**config.mk**
```make
export PLATFORM = sky130hd
export DESIGN_NAME = cuckoo_insert_ctrl_flat
export DESIGN_NICKNAME = d
export VERILOG_FILES = /design/src/rtl/cuckoo_pkg.sv /design/src/rtl/cuckoo_insert_ctrl_if.sv /design/src/rtl/cuckoo_hash.sv /design/src/rtl/cuckoo_insert_ctrl.sv /design/src/flat_wrapper.sv
export SDC_FILE = /design/constraint.sdc
export NUM_CORES = 1
export LEC_CHECK = 0
export ABC_AREA = 1
export BUFFER_PORTS_ARGS = -buffer_cell sky130_fd_sc_hd__buf_2
export CAP_MARGIN = 20
export CORE_MARGIN = 4
export CORE_UTILIZATION = 55
export CTS_CLUSTER_DIAMETER = 40
export CTS_CLUSTER_SIZE = 28
export DETAILED_ROUTE_END_ITERATION = 16
export PLACE_DENSITY = 0.85
export SYNTH_ARGS = -nofsm -noshare
export SYNTH_HDL_FRONTEND = slang
export SYNTH_HIERARCHICAL = 1
export SYNTH_SLANG_ARGS = --single-unit
```
**constraint.sdc**
```tcl
create_clock -name clk -period 3.6 [get_ports clk]
set_input_delay 0.36 -clock clk [delete_from_list [all_inputs] [get_ports clk]]
set_output_delay 0.36 -clock clk [all_outputs]
set_load 0.02 [all_outputs]
```
**src/rtl/cuckoo_pkg.sv**
```systemverilog
// Shared defaults, FSM state type and a saturating counter helper for the cuckoo insert controller.
package cuckoo_pkg;

    localparam int KEY_W_DEF     = 32;
    localparam int IDX_W_DEF     = 4;
    localparam int MAX_KICKS_DEF = 8;

    typedef enum logic [1:0] {
        IDLE  = 2'd0,
        ISSUE = 2'd1,
        WAIT  = 2'd2,
        DONE  = 2'd3
    } state_t;

    function automatic logic [15:0] sat_inc16(input logic [15:0] v);
        return (v == 16'hFFFF) ? v : v + 16'd1;
    endfunction

endpackage

```
**src/rtl/cuckoo_insert_ctrl_if.sv**
```systemverilog
// Request/table/completion bundle between the insert controller (master) and its environment (slave).
interface cuckoo_insert_ctrl_if #(
    parameter int KEY_W = 32,
    parameter int IDX_W = 4
);
    logic             in_valid;
    logic             in_ready;
    logic [KEY_W-1:0] in_key;
    logic             tbl_req;
    logic             tbl_sel;
    logic [IDX_W-1:0] tbl_idx;
    logic [KEY_W-1:0] tbl_key;
    logic             tbl_ack;
    logic             tbl_evict;
    logic [KEY_W-1:0] tbl_evict_key;
    logic             done;
    logic             done_ok;
    logic [KEY_W-1:0] fail_key;

    modport master (
        input  in_valid, in_key, tbl_ack, tbl_evict, tbl_evict_key,
        output in_ready, tbl_req, tbl_sel, tbl_idx, tbl_key, done, done_ok, fail_key
    );

    modport slave (
        output in_valid, in_key, tbl_ack, tbl_evict, tbl_evict_key,
        input  in_ready, tbl_req, tbl_sel, tbl_idx, tbl_key, done, done_ok, fail_key
    );
endinterface

```
**src/rtl/cuckoo_hash.sv**
```systemverilog
// Bucket index hash: table 0 takes the low key slice, table 1 folds all slices together with XOR.
module cuckoo_hash
    import cuckoo_pkg::*;
#(
    parameter int KEY_W = KEY_W_DEF,
    parameter int IDX_W = IDX_W_DEF
) (
    input  logic             sel,
    input  logic [KEY_W-1:0] key,
    output logic [IDX_W-1:0] idx
);
    localparam int SLICES = KEY_W / IDX_W;

    logic [IDX_W-1:0] folded;

    always_comb begin
        folded = '0;
        for (int i = 0; i < SLICES; i++) begin
            folded = folded ^ key[i*IDX_W +: IDX_W];
        end
        idx = sel ? folded : key[IDX_W-1:0];
    end

endmodule

```
**src/rtl/cuckoo_insert_ctrl.sv**
```systemverilog
// Cuckoo hash insert sequencer: places a key, chasing evicted keys between two tables up to MAX_KICKS.
// Optional saturating statistics counters are enabled with CUCKOO_STATS_EN.
//
// state | meaning
// IDLE  | ready for a new key
// ISSUE | tbl_req pulse for cur_key into tbl_sel/tbl_idx
// WAIT  | holding command until tbl_ack
// DONE  | done pulse, result on done_ok / fail_key
module cuckoo_insert_ctrl
    import cuckoo_pkg::*;
#(
    parameter int KEY_W     = KEY_W_DEF,
    parameter int IDX_W     = IDX_W_DEF,
    parameter int MAX_KICKS = MAX_KICKS_DEF
) (
    input  logic clk,
    input  logic rst_n,
    cuckoo_insert_ctrl_if.master bus
`ifdef CUCKOO_STATS_EN
    ,
    output logic [15:0] stat_inserts,
    output logic [15:0] stat_kicks,
    output logic [15:0] stat_fails
`endif
);
    localparam logic [7:0] MAX_K = 8'(MAX_KICKS);

    state_t           state;
    logic [KEY_W-1:0] cur_key;
    logic [7:0]       kicks;
    logic [7:0]       kicks_nxt;
    logic             hash_sel;
    logic [KEY_W-1:0] hash_key;
    logic [IDX_W-1:0] hash_idx;
    logic             accept;
    logic             evict_ack;
    logic             give_up;

    // One hash serves both entry points: a fresh key from IDLE, or the displaced key from WAIT.
    assign hash_sel  = (state == WAIT) ? ~bus.tbl_sel : 1'b0;
    assign hash_key  = (state == WAIT) ? bus.tbl_evict_key : bus.in_key;
    assign kicks_nxt = kicks + 8'd1;
    assign accept    = (state == IDLE) && bus.in_valid;
    assign evict_ack = (state == WAIT) && bus.tbl_ack && bus.tbl_evict;
    assign give_up   = evict_ack && (kicks_nxt == MAX_K);
    assign bus.tbl_key = cur_key;

    cuckoo_hash #(.KEY_W(KEY_W), .IDX_W(IDX_W)) u_hash (
        .sel (hash_sel),
        .key (hash_key),
        .idx (hash_idx)
    );

    always_ff @(posedge clk or negedge rst_n) begin
        if (!rst_n) begin
            state        <= IDLE;
            cur_key      <= '0;
            kicks        <= '0;
            bus.in_ready <= 1'b1;
            bus.tbl_req  <= 1'b0;
            bus.tbl_sel  <= 1'b0;
            bus.tbl_idx  <= '0;
            bus.done     <= 1'b0;
            bus.done_ok  <= 1'b0;
            bus.fail_key <= '0;
        end else begin
            bus.tbl_req <= 1'b0;
            bus.done    <= 1'b0;
            case (state)
                IDLE: begin
                    if (accept) begin
                        cur_key      <= bus.in_key;
                        kicks        <= '0;
                        bus.tbl_sel  <= 1'b0;
                        bus.tbl_idx  <= hash_idx;
                        bus.tbl_req  <= 1'b1;
                        bus.in_ready <= 1'b0;
                        state        <= ISSUE;
                    end
                end
                ISSUE: state <= WAIT;
                WAIT: begin
                    if (bus.tbl_ack) begin
                        if (!bus.tbl_evict) begin
                            bus.done    <= 1'b1;
                            bus.done_ok <= 1'b1;
                            state       <= DONE;
                        end else begin
                            kicks <= kicks_nxt;
                            if (give_up) begin
                                bus.done     <= 1'b1;
                                bus.done_ok  <= 1'b0;
                                bus.fail_key <= bus.tbl_evict_key;
                                state        <= DONE;
                            end else begin
                                cur_key     <= bus.tbl_evict_key;
                                bus.tbl_sel <= ~bus.tbl_sel;
                                bus.tbl_idx <= hash_idx;
                                bus.tbl_req <= 1'b1;
                                state       <= ISSUE;
                            end
                        end
                    end
                end
                DONE: begin
                    bus.in_ready <= 1'b1;
                    state        <= IDLE;
                end
                default: begin
                    bus.in_ready <= 1'b1;
                    state        <= IDLE;
                end
            endcase
        end
    end

`ifdef CUCKOO_STATS_EN
    always_ff @(posedge clk or negedge rst_n) begin
        if (!rst_n) begin
            stat_inserts <= '0;
            stat_kicks   <= '0;
            stat_fails   <= '0;
        end else begin
            if (accept)    stat_inserts <= sat_inc16(stat_inserts);
            if (evict_ack) stat_kicks   <= sat_inc16(stat_kicks);
            if (give_up)   stat_fails   <= sat_inc16(stat_fails);
        end
    end
`endif

endmodule

```
**src/flat_wrapper.sv**
```systemverilog
// flat-port wrapper written by rule: the top's interface ports become plain ports
module cuckoo_insert_ctrl_flat import cuckoo_pkg::*;
#(
    parameter int KEY_W     = KEY_W_DEF,
    parameter int IDX_W     = IDX_W_DEF,
    parameter int MAX_KICKS = MAX_KICKS_DEF
)
  (clk, rst_n, bus_in_valid, bus_in_key, bus_tbl_ack, bus_tbl_evict, bus_tbl_evict_key, bus_in_ready, bus_tbl_req, bus_tbl_sel, bus_tbl_idx, bus_tbl_key, bus_done, bus_done_ok, bus_fail_key);
  cuckoo_insert_ctrl_if #(.KEY_W(KEY_W), .IDX_W(IDX_W)) bus_i ();
  input  logic clk;
  input  logic rst_n;
  input wire logic [$bits(bus_i.in_valid)-1:0] bus_in_valid;
  input wire logic [$bits(bus_i.in_key)-1:0] bus_in_key;
  input wire logic [$bits(bus_i.tbl_ack)-1:0] bus_tbl_ack;
  input wire logic [$bits(bus_i.tbl_evict)-1:0] bus_tbl_evict;
  input wire logic [$bits(bus_i.tbl_evict_key)-1:0] bus_tbl_evict_key;
  output wire logic [$bits(bus_i.in_ready)-1:0] bus_in_ready;
  output wire logic [$bits(bus_i.tbl_req)-1:0] bus_tbl_req;
  output wire logic [$bits(bus_i.tbl_sel)-1:0] bus_tbl_sel;
  output wire logic [$bits(bus_i.tbl_idx)-1:0] bus_tbl_idx;
  output wire logic [$bits(bus_i.tbl_key)-1:0] bus_tbl_key;
  output wire logic [$bits(bus_i.done)-1:0] bus_done;
  output wire logic [$bits(bus_i.done_ok)-1:0] bus_done_ok;
  output wire logic [$bits(bus_i.fail_key)-1:0] bus_fail_key;
  assign bus_i.in_valid = bus_in_valid;
  assign bus_i.in_key = bus_in_key;
  assign bus_i.tbl_ack = bus_tbl_ack;
  assign bus_i.tbl_evict = bus_tbl_evict;
  assign bus_i.tbl_evict_key = bus_tbl_evict_key;
  assign bus_in_ready = bus_i.in_ready;
  assign bus_tbl_req = bus_i.tbl_req;
  assign bus_tbl_sel = bus_i.tbl_sel;
  assign bus_tbl_idx = bus_i.tbl_idx;
  assign bus_tbl_key = bus_i.tbl_key;
  assign bus_done = bus_i.done;
  assign bus_done_ok = bus_i.done_ok;
  assign bus_fail_key = bus_i.fail_key;
  cuckoo_insert_ctrl #(.KEY_W(KEY_W), .IDX_W(IDX_W), .MAX_KICKS(MAX_KICKS)) u_core (.clk(clk), .rst_n(rst_n), .bus(bus_i));
endmodule
```
After elaboration in Yosys (flattened, before gate mapping)
Index checks and enable logic that the tools add are counted.
Widths: inputs -> output; s select.
{ "word_totals": {"ff_bits": 83, "input_bits": 69, "out_inout_bits": 73, "elab_cells": 80} }
{ "op_classes": {"n_addsub": 1, "n_eq_ne": 9, "mux": 39, "bitwise_logic": 8, "n_reduce_logical": 13} }
{ "op_table": {"columns": ["op", "count"], "rows": [
  ["$mux 32", 5],
  ["$pmux 32 s2", 1],
  ["$xor 4x4->4", 7],
  ["$mux 8", 3],
  ["$mux 4", 5],
  ["$pmux 8 s2", 1],
  ["$mux 1", 15],
  ["$add 8x1->8 const B", 1],
  ["$eq 8x4->1 const B", 1],
  ["$mux 2", 4],
  ["$pmux 2 s4", 1],
  ["$pmux 4 s2", 1],
  ["$reduce_and 4->1", 2],
  ["$ne 2x2->1 const B", 3],
  ["$pmux 1 s2", 3],
  ["$reduce_and 5->1", 1],
  ["$eq 2x2->1 const B", 2],
  ["$logic_and 1x1->1", 4],
  ["$ne 2x1->1 const B", 2],
  ["$reduce_and 2->1", 2],
  ["$reduce_bool 2->1", 2],
  ["$reduce_and 3->1", 1],
  ["$eq 2x1->1 const B", 1],
  ["$logic_not 2->1", 1],
  ["$not 1->1", 1]
]} }

Logic depth before layout (Yosys ltp)
{ "logic_depth": {"depth_word": 14, "depth_mapped": 17, "ltp_nobuf": 15} }

Hierarchy
Netlist, hierarchy kept.
{ "by_module_without_submodules": {"columns": ["mod", "instances", "cells_per_inst", "area_each_um2"], "rows": [
  ["cuckoo_insert_ctrl", 1, 468, 3900.0],
  ["cuckoo_hash", 1, 137, 594.3]
]} }

Least setup slack after synthesis
No wires, ideal clock.
{ "synth_timing": {"path_type": "register to register", "from": "register u_core.state[1]", "to": "register u_core.bus.tbl_idx[0]", "setup_ns": 0.117, "arrival_time_ns": 1.800, "setup_slack_ns": 1.683, "path_stages_with_launch": 17, "path_buffers": 2, "period_less_slack_ns": 1.917, "cell_sequence": "dfrtp_1 > nand2_1 > clkbuf_1 > buf_2 > nand2_1 > o21ai_0 > inv_1 > nand2_1 > nand3_2 > nand2_1 > nand2_1 > nand2_1 > nand2_1 > nand3_1 > nand2_1 > nand2_1 > nand2_1"} }
{ "synth_via": {"word_cells_on_any_way": 27, "cone_classes": "5 x eq/ne; 8 x mux; 7 x bitwise; 7 x reduce/logical"} }
{ "synth_rtl": {"columns": ["element", "line_no", "source"], "rows": [
  ["from (decl)", "cuckoo_insert_ctrl.sv:28", "state_t state;"],
  ["from (signal assigned)", "cuckoo_insert_ctrl.sv:56", "state <= IDLE;"],
  ["from (signal assigned)", "cuckoo_insert_ctrl.sv:78", "state <= ISSUE;"],
  ["from (signal assigned)", "cuckoo_insert_ctrl.sv:81", "ISSUE: state <= WAIT;"],
  ["$eq 2x2->1 *", "cuckoo_insert_ctrl.sv:41", "assign hash_key = (state == WAIT) ? bus.tbl_evict_key : bus.in_key;"],
  ["$mux 32 *", "cuckoo_insert_ctrl.sv:41", null],
  ["via u_core.hash_key[24]", "cuckoo_insert_ctrl.sv:33", "logic [KEY_W-1:0] hash_key;"],
  ["$xor 4x4->4 * (2 in series)", "cuckoo_hash.sv:19", "folded = folded ^ key[i*IDX_W +: IDX_W];"],
  ["$mux 4 *", "cuckoo_hash.sv:21", "idx = sel ? folded : key[IDX_W-1:0];"],
  ["via u_core.hash_idx[0]", "cuckoo_insert_ctrl.sv:34", "logic [IDX_W-1:0] hash_idx;"],
  ["$mux 4", "cuckoo_insert_ctrl.sv:90", "if (give_up) begin"],
  ["$mux 4", "cuckoo_insert_ctrl.sv:84", "if (!bus.tbl_evict) begin"],
  ["$mux 4", "cuckoo_insert_ctrl.sv:83", "if (bus.tbl_ack) begin"],
  ["$pmux 4 s2 *", "cuckoo_insert_ctrl.sv:69", "case (state)"],
  ["to (signal assigned)", "cuckoo_insert_ctrl.sv:75", "bus.tbl_idx <= hash_idx;"],
  ["to (signal assigned)", "cuckoo_insert_ctrl.sv:98", "bus.tbl_idx <= hash_idx;"],
  ["to (decl)", "cuckoo_insert_ctrl_if.sv:22", "output in_ready, tbl_req, tbl_sel, tbl_idx, tbl_key, done, done_ok, fail_key"]
]} }
The timed path passes the listed nets; every way through them passes the cells marked *. The select of a mux whose other input is x is not followed.
A chain may end at the register's enable or synchronous reset.

Worst setup path after layout
{ "layout_timing": {"from": "register u_core.state[0]", "to": "register u_core.bus.tbl_idx[3]"} }
{ "layout_via": {"word_cells_on_any_way": 27, "cone_classes": "5 x eq/ne; 8 x mux; 7 x bitwise; 7 x reduce/logical"} }
{ "layout_rtl": {"columns": ["element", "line_no"], "rows": [
  ["$eq 2x2->1 *", "cuckoo_insert_ctrl.sv:41"],
  ["$mux 32 *", "cuckoo_insert_ctrl.sv:41"],
  ["via u_core.hash_key[11]", "cuckoo_insert_ctrl.sv:33"],
  ["$xor 4x4->4 * (6 in series)", "cuckoo_hash.sv:19"],
  ["$mux 4 *", "cuckoo_hash.sv:21"],
  ["via u_core.hash_idx[3]", "cuckoo_insert_ctrl.sv:34"],
  ["$mux 4", "cuckoo_insert_ctrl.sv:90"],
  ["$mux 4", "cuckoo_insert_ctrl.sv:84"],
  ["$mux 4", "cuckoo_insert_ctrl.sv:83"],
  ["$pmux 4 s2 *", "cuckoo_insert_ctrl.sv:69"]
]} }
Marked as above.

==> run metrics <==
status=finished clean; area grow syn2layout=20.0%; count of final max-slew check failures=0; Post-synth top flop=dfrtp_1; CP Capture Type=flip-flop; worst relative slew slack=49.3%; TNS Setup=0 ns; share of layout cells above drive strength 1=27.4%; reg2reg start=u_core/state[0]; Total Routing Usage GR=24.8%; CTS root buf=clkbuf_8; Avg Cell Area, Syn=7.43 um^2; placed cell area=0.00516 mm^2; number of flops mapped to enable cells by yosys=0; sequential fraction of the synthesis area=46.2%; CP Launch Type=flip-flop; design area=0.00539 mm^2; die area=0.00968 mm^2; CP Cell Sequence=inv_1 > nand2_2 > buf_4 > o21ai_0 > inv_1 > nand3_2 > nand2_1 > nand2_1 > nand3_1 > nand3_1 > nand2_1 > nand2_1 > nand2_1; CTS clock-pin slew for the worst setup and hold paths=0.09 ns; Worst path max stage delay=0.57 ns; Die H=98.4 um; Cell Pwr Density=765 mW/mm^2; r2r setup slk=0.91 ns; Synth area leaders=dfrtp_1 (46%), nand2_1 (20%), inv_1 (7.0%); via density per instance=5.12; P_leak=0.00321 uW; Post-Place Worst Slack=0.959 ns; CTS H-Tree Depth=3; routed vias=4,320; crit-path max FO=46; Slowest-stage cell, CP=o21ai_0; DR pass1 iterations=5; Reg area=0.00208 mm^2; vias in the first global route=4,199; Multi-input gate area=0.00188 mm^2; Crit path top cell by count=nand2_1; Sinks on Clock Net=83; Die Width=98.4 um; Worst Path Arrival=2.94 ns; # port buffers=141; Cell Area, Synth=0.00449 mm^2; critical path type=reg2reg; Worst EP required=3.85 ns; Net Count, Synth=676; final worst setup slack=0.909 ns; Post-CTS Setup Bufs=0; peak supply drop=0.458 mV; Wirelength per Cell=14.1 um; Synth Warn #=6; Antenna Violating Nets Remaining=0; Synth top area share=45.7%; met3 Track Usage GR=7.00%; core box area=0.00785 mm^2; dominant cell type by area after synthesis=dfrtp_1; GR Layer Usage met2=41.4%; Bufs on Longest Clock Path=2; worst hold path type=in2reg; # nets final=808; crit share post-route=74.7%; Worst Skew=0.0120 ns; CTS tree=done; Final HPWL DP=8.78 mm; most common library cells after synthesis=nand2_1 (236), inv_1 (84), dfrtp_1 (82); clk_lat worst skew=0.36 ns; fill count=668; hold depth=3; initial core utilization=57.3%; Final Hold Fails=0; routing usage on met1=32.3%; RSZ-0062 raised after global routing=no; worst hold path startpoint=bus_tbl_ack; Routed WL=11.9 mm; cell count after synthesis=605; pin count of the biggest net entering global routing=84; total grt overflow=0; Netlist cell types=24; Max Clk Rate=372 MHz; flops & latches, synth=83; initial drt markers=271; GR peak layer=met2; RePlAce Congestion=0.858; Top Ports=142; DRC Markers=0; Setup Viol. Count Final=0; ANT cells=0; asr flop ratio synth=100%; slew at the pin closest to its max-slew limit=0.758 ns; min Tclk post-route=2.69 ns; Max-Cap Viols=0; Worst Hold End=u_core/bus.done_ok; FF-to-FF End=u_core/bus.tbl_idx[3]; initial antenna violation count=0; first-pass GRT wire length=19.5 mm; # rows=32; most frequent cell after synthesis=nand2_1; Reg2Reg Depth=13; CTS Buf Count=9
## cells by family (layout without fill, tap and decap cells)
group	count (synthesis)	count (layout)	share of synthesized area (%)
compound gates	76	76	9.49
fa+ha+maj	2	2	0.557
flops	83	83	46.2
buf+inv	115	252	11.9
simple gates	329	329	31.8
## placed cells by master, fill, tap and decap left out
| master | count |
|---|---|
| clkbuf_8 | 9 |
| a21oi_1 | 1 |
| nand3_1 | 59 |
| inv_2 | 5 |
| o21bai_1 | 1 |
| buf_2 | 140 |
| dfrtp_1 | 82 |
| nand3_2 | 10 |
| buf_12 | 1 |
| clkinv_2 | 1 |
| dlygate4sd3_1 | 1 |
| nand2_2 | 10 |
| nor2_1 | 7 |
| inv_6 | 2 |
| o21ai_2 | 11 |
| o22ai_1 | 2 |
| o21ai_1 | 18 |
| inv_1 | 84 |
| o21ai_0 | 43 |
| ha_1 | 2 |
| nor2_2 | 2 |
| bufinv_16 | 1 |
| nor3_1 | 1 |
| clkinvlp_4 | 3 |
| nor2_4 | 1 |
| nor3b_4 | 1 |
| buf_4 | 5 |
| dfstp_2 | 1 |
| nand4_1 | 3 |
| nand2_1 | 235 |
## stage by stage
step	util [%]	hold slack, ns	cells	power [uW]
global placement	65.8	0.453	826	3370
global route	68.7	0.234	844	4490
detailed placement	65.8	0.459	826	3440
floorplan	-	0.0644	605	2860
CTS	68.3	0.209	842	4130
finish	68.7	0.244	844	4120
## critical path: cells and delay by family (launching register included)
kind	cells	cell delay, ns
AOI/OAI and AO/OA	1	0.57
buffers and inverters	3	0.59
DFF	1	0.41
and+or+nand+nor	9	1.00
## state kept, by name, indices dropped and copies added, names as in the netlist
register,flops
u_core/bus.tbl_req,1
u_core/bus.done_ok,1
u_core/kicks,8
u_core/bus.tbl_sel,1
u_core/bus.in_ready,1
u_core/bus.tbl_idx,4
u_core/bus.tbl_key,32
u_core/state,2
u_core/bus.fail_key,32
u_core/bus.done,1
## worst max-delay path by stage
stage / start / to / cells after the start
floorplan: u_core/state[1] / u_core/bus.tbl_idx[0] / 16
global placement: u_core/state[0] / u_core/bus.tbl_idx[0] / 13
detailed placement: u_core/state[0] / u_core/bus.tbl_idx[0] / 13
CTS: u_core/state[0] / u_core/bus.tbl_idx[0] / 13
global route: u_core/state[0] / u_core/bus.tbl_idx[3] / 13
finish: u_core/state[0] / u_core/bus.tbl_idx[3] / 13
## routing by layer
metal | vias to the layer above | share of wire [%]
met3 | 11 | 8.7
met2 | 182 | 47
met4 | 0 | 0.86
li1 | 2142 | -
met5 | - | 0
met1 | 1985 | 43
## where the power goes
| part | switching, uW | total (uW) | internal (uW) |
|---|---|---|---|
| clock network | 356 | 680 | 324 |
| registers | 162 | 1340 | 1180 |
| logic | 1450 | 2100 | 650 |
| total | 1970 | 4120 | 2160 |
## repair_timing
item	in CTS	in global routing
hold endpoints to repair	0	3
resized for setup	0	0
hold buffers	0	1
## layout make-up
class | count | area share, %
multi-input combinational | 407 | 35.0
clock buffer | 9 | 2.30
inverter | 89 | 6.20
clock inverter | 7 | 1.39
sequential | 83 | 38.5
timing repair buffer | 147 | 14.2
tap | 102 | 2.37
Note: power is estimated with default switching activity, not from simulation.
